`src/rtl/cpu_ctrl_pkg.sv`:
```
// ============================================================================
// Module      : cpu_ctrl_pkg
// Description : Shared state encodings, flag indices and default widths for
//               the CPU control register stage.
// Revision    : 1.0 - initial release
// ============================================================================
`default_nettype none

package cpu_ctrl_pkg;

    localparam int DEF_STATE_W    = 8;
    localparam int DEF_INSTR_W    = 16;
    localparam int DEF_CNT_W      = 16;
    localparam int DEF_WDOG_LIMIT = 64;

    localparam logic [7:0] S_FETCH  = 8'h00;
    localparam logic [7:0] S_DECODE = 8'h01;
    localparam logic [7:0] S_WAIT   = 8'h0F;

    localparam int FLAG_N = 3;
    localparam int FLAG_P = 2;
    localparam int FLAG_Z = 1;
    localparam int FLAG_C = 0;

    // Never returns zero so a degenerate limit still yields a legal counter.
    function automatic int wdog_cnt_w(input int limit);
        return (limit > 1) ? $clog2(limit) : 1;
    endfunction

endpackage

`default_nettype wire

```
`src/rtl/state_watchdog.sv`:
```
// ============================================================================
// Module      : state_watchdog
// Description : Counts consecutive busy (non-fetch) cycles and requests a
//               forced return to fetch when the limit is reached; sticky fault.
// Revision    : 1.0 - initial release
// ============================================================================
`default_nettype none

module state_watchdog
    import cpu_ctrl_pkg::*;
#(
    parameter int WDOG_LIMIT = DEF_WDOG_LIMIT
) (
    input  logic clk,
    input  logic reset,
    input  logic state_busy,
    output logic force_fetch,
    output logic fault
);

    localparam int c_CNT_W = wdog_cnt_w(WDOG_LIMIT);
    localparam logic [c_CNT_W-1:0] c_LAST = c_CNT_W'(WDOG_LIMIT - 1);

    logic [c_CNT_W-1:0] r_cnt;
    logic               r_fault;

    // state_busy comes from the state register, so this stays registered-only.
    assign force_fetch = state_busy && (r_cnt == c_LAST);
    assign fault       = r_fault;

    always_ff @(posedge clk or posedge reset) begin
        if (reset) begin
            r_cnt   <= '0;
            r_fault <= 1'b0;
        end else if (!state_busy || force_fetch) begin
            r_cnt <= '0;
            if (force_fetch) begin
                r_fault <= 1'b1;
            end
        end else begin
            r_cnt <= r_cnt + 1'b1;
        end
    end

endmodule

`default_nettype wire

```
`src/rtl/cpu_control_regs.sv`:
```
// ============================================================================
// Module      : cpu_control_regs
// Description : State, instruction and status registers plus retire counter
//               downstream of the next-state decoder. Optional watchdog is
//               built when CPU_STATE_WATCHDOG_EN is defined.
// Revision    : 1.0 - initial release
// ============================================================================
`default_nettype none

module cpu_control_regs
    import cpu_ctrl_pkg::*;
#(
    parameter int STATE_W    = DEF_STATE_W,
    parameter int INSTR_W    = DEF_INSTR_W,
    parameter int CNT_W      = DEF_CNT_W,
    parameter int WDOG_LIMIT = DEF_WDOG_LIMIT
) (
    input  logic               clk,
    input  logic               reset,
    input  logic [STATE_W-1:0] next_state,
    input  logic               stall,
    input  logic [INSTR_W-1:0] mem_rdata,
    input  logic [3:0]         alu_flags,
    input  logic               flags_we,
    output logic [STATE_W-1:0] state,
    output logic [INSTR_W-1:0] instr,
    output logic [3:0]         status_reg,
    output logic               retire,
    output logic [CNT_W-1:0]   retired_count,
    output logic               wdog_fault
);

    localparam logic [STATE_W-1:0] c_FETCH = STATE_W'(S_FETCH);
    localparam logic [STATE_W-1:0] c_WAIT  = STATE_W'(S_WAIT);

    logic [STATE_W-1:0] r_state;
    logic [INSTR_W-1:0] r_instr;
    logic [3:0]         r_status;
    logic               r_retire;
    logic [CNT_W-1:0]   r_count;

    logic w_busy;
    logic w_force_fetch;
    logic w_fault;
    logic w_retire_cond;

    assign w_busy        = (r_state != c_FETCH);
    assign w_retire_cond = w_busy && (next_state == c_FETCH) && !stall && !w_force_fetch;

`ifdef CPU_STATE_WATCHDOG_EN
    state_watchdog #(
        .WDOG_LIMIT (WDOG_LIMIT)
    ) u_state_watchdog (
        .clk         (clk),
        .reset       (reset),
        .state_busy  (w_busy),
        .force_fetch (w_force_fetch),
        .fault       (w_fault)
    );
`else
    logic w_unused_wdog_limit;
    assign w_unused_wdog_limit = (WDOG_LIMIT > 0);
    assign w_force_fetch       = 1'b0;
    assign w_fault             = 1'b0;
`endif

    always_ff @(posedge clk or posedge reset) begin
        if (reset) begin
            r_state  <= c_FETCH;
            r_instr  <= '0;
            r_status <= '0;
            r_retire <= 1'b0;
            r_count  <= '0;
        end else begin
            r_retire <= w_retire_cond;
            if (w_retire_cond) begin
                r_count <= r_count + 1'b1;
            end
            if (!stall) begin
                if (r_state == c_WAIT) begin
                    r_instr <= mem_rdata;
                end
                if (flags_we) begin
                    r_status <= alu_flags;
                end
            end
            // Watchdog recovery overrides a stall.
            if (w_force_fetch) begin
                r_state <= c_FETCH;
            end else if (!stall) begin
                r_state <= next_state;
            end
        end
    end

    assign state         = r_state;
    assign instr         = r_instr;
    assign status_reg    = r_status;
    assign retire        = r_retire;
    assign retired_count = r_count;
    assign wdog_fault    = w_fault;

endmodule

`default_nettype wire

```
`config.mk`:
```
export PLATFORM = sky130hd
export DESIGN_NAME = cpu_control_regs
export DESIGN_NICKNAME = d
export VERILOG_FILES = /design/src/rtl/cpu_ctrl_pkg.sv /design/src/rtl/state_watchdog.sv /design/src/rtl/cpu_control_regs.sv
export SDC_FILE = /design/constraint.sdc
export NUM_CORES = 1
export LEC_CHECK = 0
export BUFFER_PORTS_ARGS = -buffer_cell sky130_fd_sc_hd__buf_4
export CAP_MARGIN = 20
export CORE_MARGIN = 3
export CORE_UTILIZATION = 51
export DETAILED_ROUTE_END_ITERATION = 12
export MAX_ROUTING_LAYER = met4
export PLACE_DENSITY = 0.84
export REMOVE_ABC_BUFFERS = 1
export SLEW_MARGIN = 20
export SYNTH_ARGS = -nofsm -noshare
export SYNTH_HDL_FRONTEND = slang
export SYNTH_SLANG_ARGS = --single-unit
export TNS_END_PERCENT = 5
```
`constraint.sdc`:
```
create_clock -name clk -period 4.8 [get_ports clk]
set_input_delay 0.96 -clock clk [delete_from_list [all_inputs] [get_ports clk]]
set_output_delay 0.96 -clock clk [all_outputs]
set_load 0.05 [all_outputs]
```
==> run_results.csv <==
group,metric,value,unit
outcome,status,"finished clean",
yosys,synthTopCellsByArea,"dfrtp_1 60%, mux2_2 17%, xor2_1 4.2%",
drt,postRouteAntennaNets,0,
yosys,netlist_instances,139,
yosys,async_flop_share,1.00,
drt,drt-initial-drc-count,41,
floorplanning,die_h,66.4,µm
timing,fin_crit,2.20,ns
yosys,synth-seq-cells,45,
floorplanning,core,3420,µm²
setup_path,path_buf_inv,1,
cells_and_area,diodes,0,
clock_network,clk_latency,0.37,ns
yosys,seq_area_frac_synth,0.605,
pwr,p_clk_frac,0.278,
setup_path,max_stage_delay,0.54,ns
drt,drcViolationCount,0,
run,maxCapViolations,0,
clock_network,ctsHtreeMaxLevel,2,
place,dp_slack,2.19,ns
cells_and_area,layout-drive-gt1-share,0.543,
pwr,seqPwrFrac,0.501,
yosys,synth_warnings,0,
yosys,yosysTopAreaCell,"dfrtp_1",
setup_path,crit_chain,"buf_4 > or4_4 > nor4_4 > nand3_1 > nor2_1 > xnor2_1",
clock_network,cts_hold_buf,0,
clock_network,cts.sinks,45,
clock_network,numCtsBuffers,5,
global_routing,grt_max_degree,46,
global_routing,grt-ovfl-total,0,
clock_network,path_clk_slew,0.13,ns
yosys,synth_area,1860,µm²
setup_path,endpoint_kind,"flop",
drt,vias,1336,
drt,vias_per_cell,5.00,
setup_path,crit_required,5.10,ns
global_routing,grt_pass1_wl,6.15,mm
hold_path,hold_depth,1,
floorplanning,start_util,0.545,
clock_network,cts.path.max_buffers,2,
floorplanning,die_area,4410,µm²
pwr,p_comb_frac,0.221,
pwr,p_total,0.000833,W
yosys,synth_edf_count,0,
pwr,internal-power,0.000579,W
timing,post-route-period-util,0.459,
global_routing,grt_use_total,0.197,
setup_path,rr_worst_depth,3,
timing,final_max_slew_viol_count,0,
timing,relSlewSlack,0.506,
pwr,ir_drop,0.206,mV
clock_network,cts_resized,0,
timing,timing.hold.ws,0.486,ns
yosys,ys_types,23,
timing,hold_violations,0,
setup_path,crit_family,"simple AND/OR/NAND/NOR gates",
cells_and_area,multi_input_comb_area,707,µm²
pwr,switchingPower,0.000254,W
clock_network,cts_root_buffer,"clkbuf_4",
setup_path,critPathMaxFanout,4,
timing,tightest_slew,0.739,ns
pwr,power_density,325,nW/µm²
floorplanning,floorplan.die.width,66.4,µm
setup_path,start_kind,"input pin",
timing,clock.fmax,0.454,GHz
drt,wl_per_cell,14.3,µm
clock_network,post_cts_buffers,0,
setup_path,arrival,2.50,ns
timing,layout_setup_ws,2.60,ns
place,place_inst,259,
global_routing,grt_pass1_vias,1359,
hold_path,hold_class,"reg -> reg",
timing,fin_skew,0.0144,ns
timing,rsz0062_at_grt,"no",
cells_and_area,seqCellArea,1130,µm²
setup_path,cp_slowest_cell,"or4_4",
place,gp_congestion,0.784,
yosys,synth_top_area_share,0.605,
setup_path,crit_cells,6,
floorplanning,num_rows,21,
setup_path,crit_type,"in -> reg",
place,port_buffers,76,
place,dp_hpwl,3.01,mm
clock_network,cts_tree,"done",
global_routing,antenna_found_initial,0,
timing,fin_setup_tns,0,ns
cells_and_area,final_nets,253,
pwr,swShare,0.305,
drt,first_pass_iters,2,
yosys,synth_flop_cell,"dfrtp_1",
yosys,syn_avg_cell_area,13.4,µm²
pwr,leakage,1.33,nW
drt,wl,3.81,mm
cells_and_area,fin_cells,267,
floorplanning,ioPinCount,78,
cells_and_area,nFillCells,241,
cells_and_area,syn_to_final_growth,37.5,%
timing,finalSetupViolations,0,
## power groups by stage
stage | clock network (W) | logic, W | registers [W]
after floorplan | 0 | 0.0000325 | 0.000506
after global placement | 0 | 0.000183 | 0.000424
after detailed placement | 0 | 0.000186 | 0.000425
after CTS | 0.000236 | 0.000186 | 0.000418
after global routing | 0.000258 | 0.000192 | 0.000421
final | 0.000232 | 0.000184 | 0.000418
## per-layer routing
layer / wire length [µm] / track usage / vias up
met1: 1490 / 0.228 / 646
met5: 0 / - / -
li1: - / - / 639
met4: 68 / 0.0838 / 0
met2: 1980 / 0.312 / 45
met3: 275 / 0.0680 / 6
## per-stage QoR
step | utilization | cell area [µm²]
global route | 0.749 | 2560
CTS | 0.749 | 2560
finish | 0.749 | 2560
detailed placement | 0.726 | 2480
global placement | 0.726 | 2480
floorplan | - | 1840
## layout by cell type (no fill, tap or decap), drive strengths merged, types with 2 or more instances in the layout
master	n
nand2	12
xnor2	6
nor3	3
nand3	10
nor4	3
clkinv	2
mux2	28
buf	77
xor2	9
inv	2
nor2	10
clkbuf	6
dfrtp	45
## cells in the mapped netlist (2+ instances only)
master	number
dfrtp_1	45
mux2_2	28
nand2_1	11
nor2_1	10
nand3_1	9
xor2_1	9
xnor2_1	6
nor3_2	3
buf_2	2
inv_1	2
nor4_1	2
## cell families (layout without fill, tap and decap cells)
family	count (synthesis)	count (layout)	share of synthesized area
adder cells (fa/ha/maj)	1	1	0.00672
buffers and inverters	6	88	0.0155
XOR/XNOR	15	15	0.0706
other	1	1	0.00201
multiplexers	28	28	0.169
flip-flops	45	45	0.605
AND/OR/NAND/NOR	43	43	0.131
## final cells by class
| type | count | area share |
|---|---|---|
| flip-flops and latches | 45 | 0.440 |
| multi-input cells | 88 | 0.276 |
| repair buffers | 77 | 0.226 |
| well taps | 46 | 0.0225 |
| clock buffers | 6 | 0.0161 |
| clock inverters | 2 | 0.0152 |
| inverters | 3 | 0.00440 |
## final timing paths
check                                              startpoint                            end  slack (ns)
worst min-delay path            retired_count[15]$_DFFE_PP0P_  retired_count[15]$_DFFE_PP0P_        0.49
worst min register to register  retired_count[15]$_DFFE_PP0P_  retired_count[15]$_DFFE_PP0P_        0.49
min in group asynchronous                               reset           instr[2]$_DFFE_PP0P_        0.72
worst max register to register           state[5]$_DFFE_PP0N_           instr[4]$_DFFE_PP0P_        2.78
worst max-delay path                            next_state[3]  retired_count[10]$_DFFE_PP0P_        2.60
max in group asynchronous                               reset   retired_count[4]$_DFFE_PP0P_        3.70
Power figures use the tool's default switching activity.
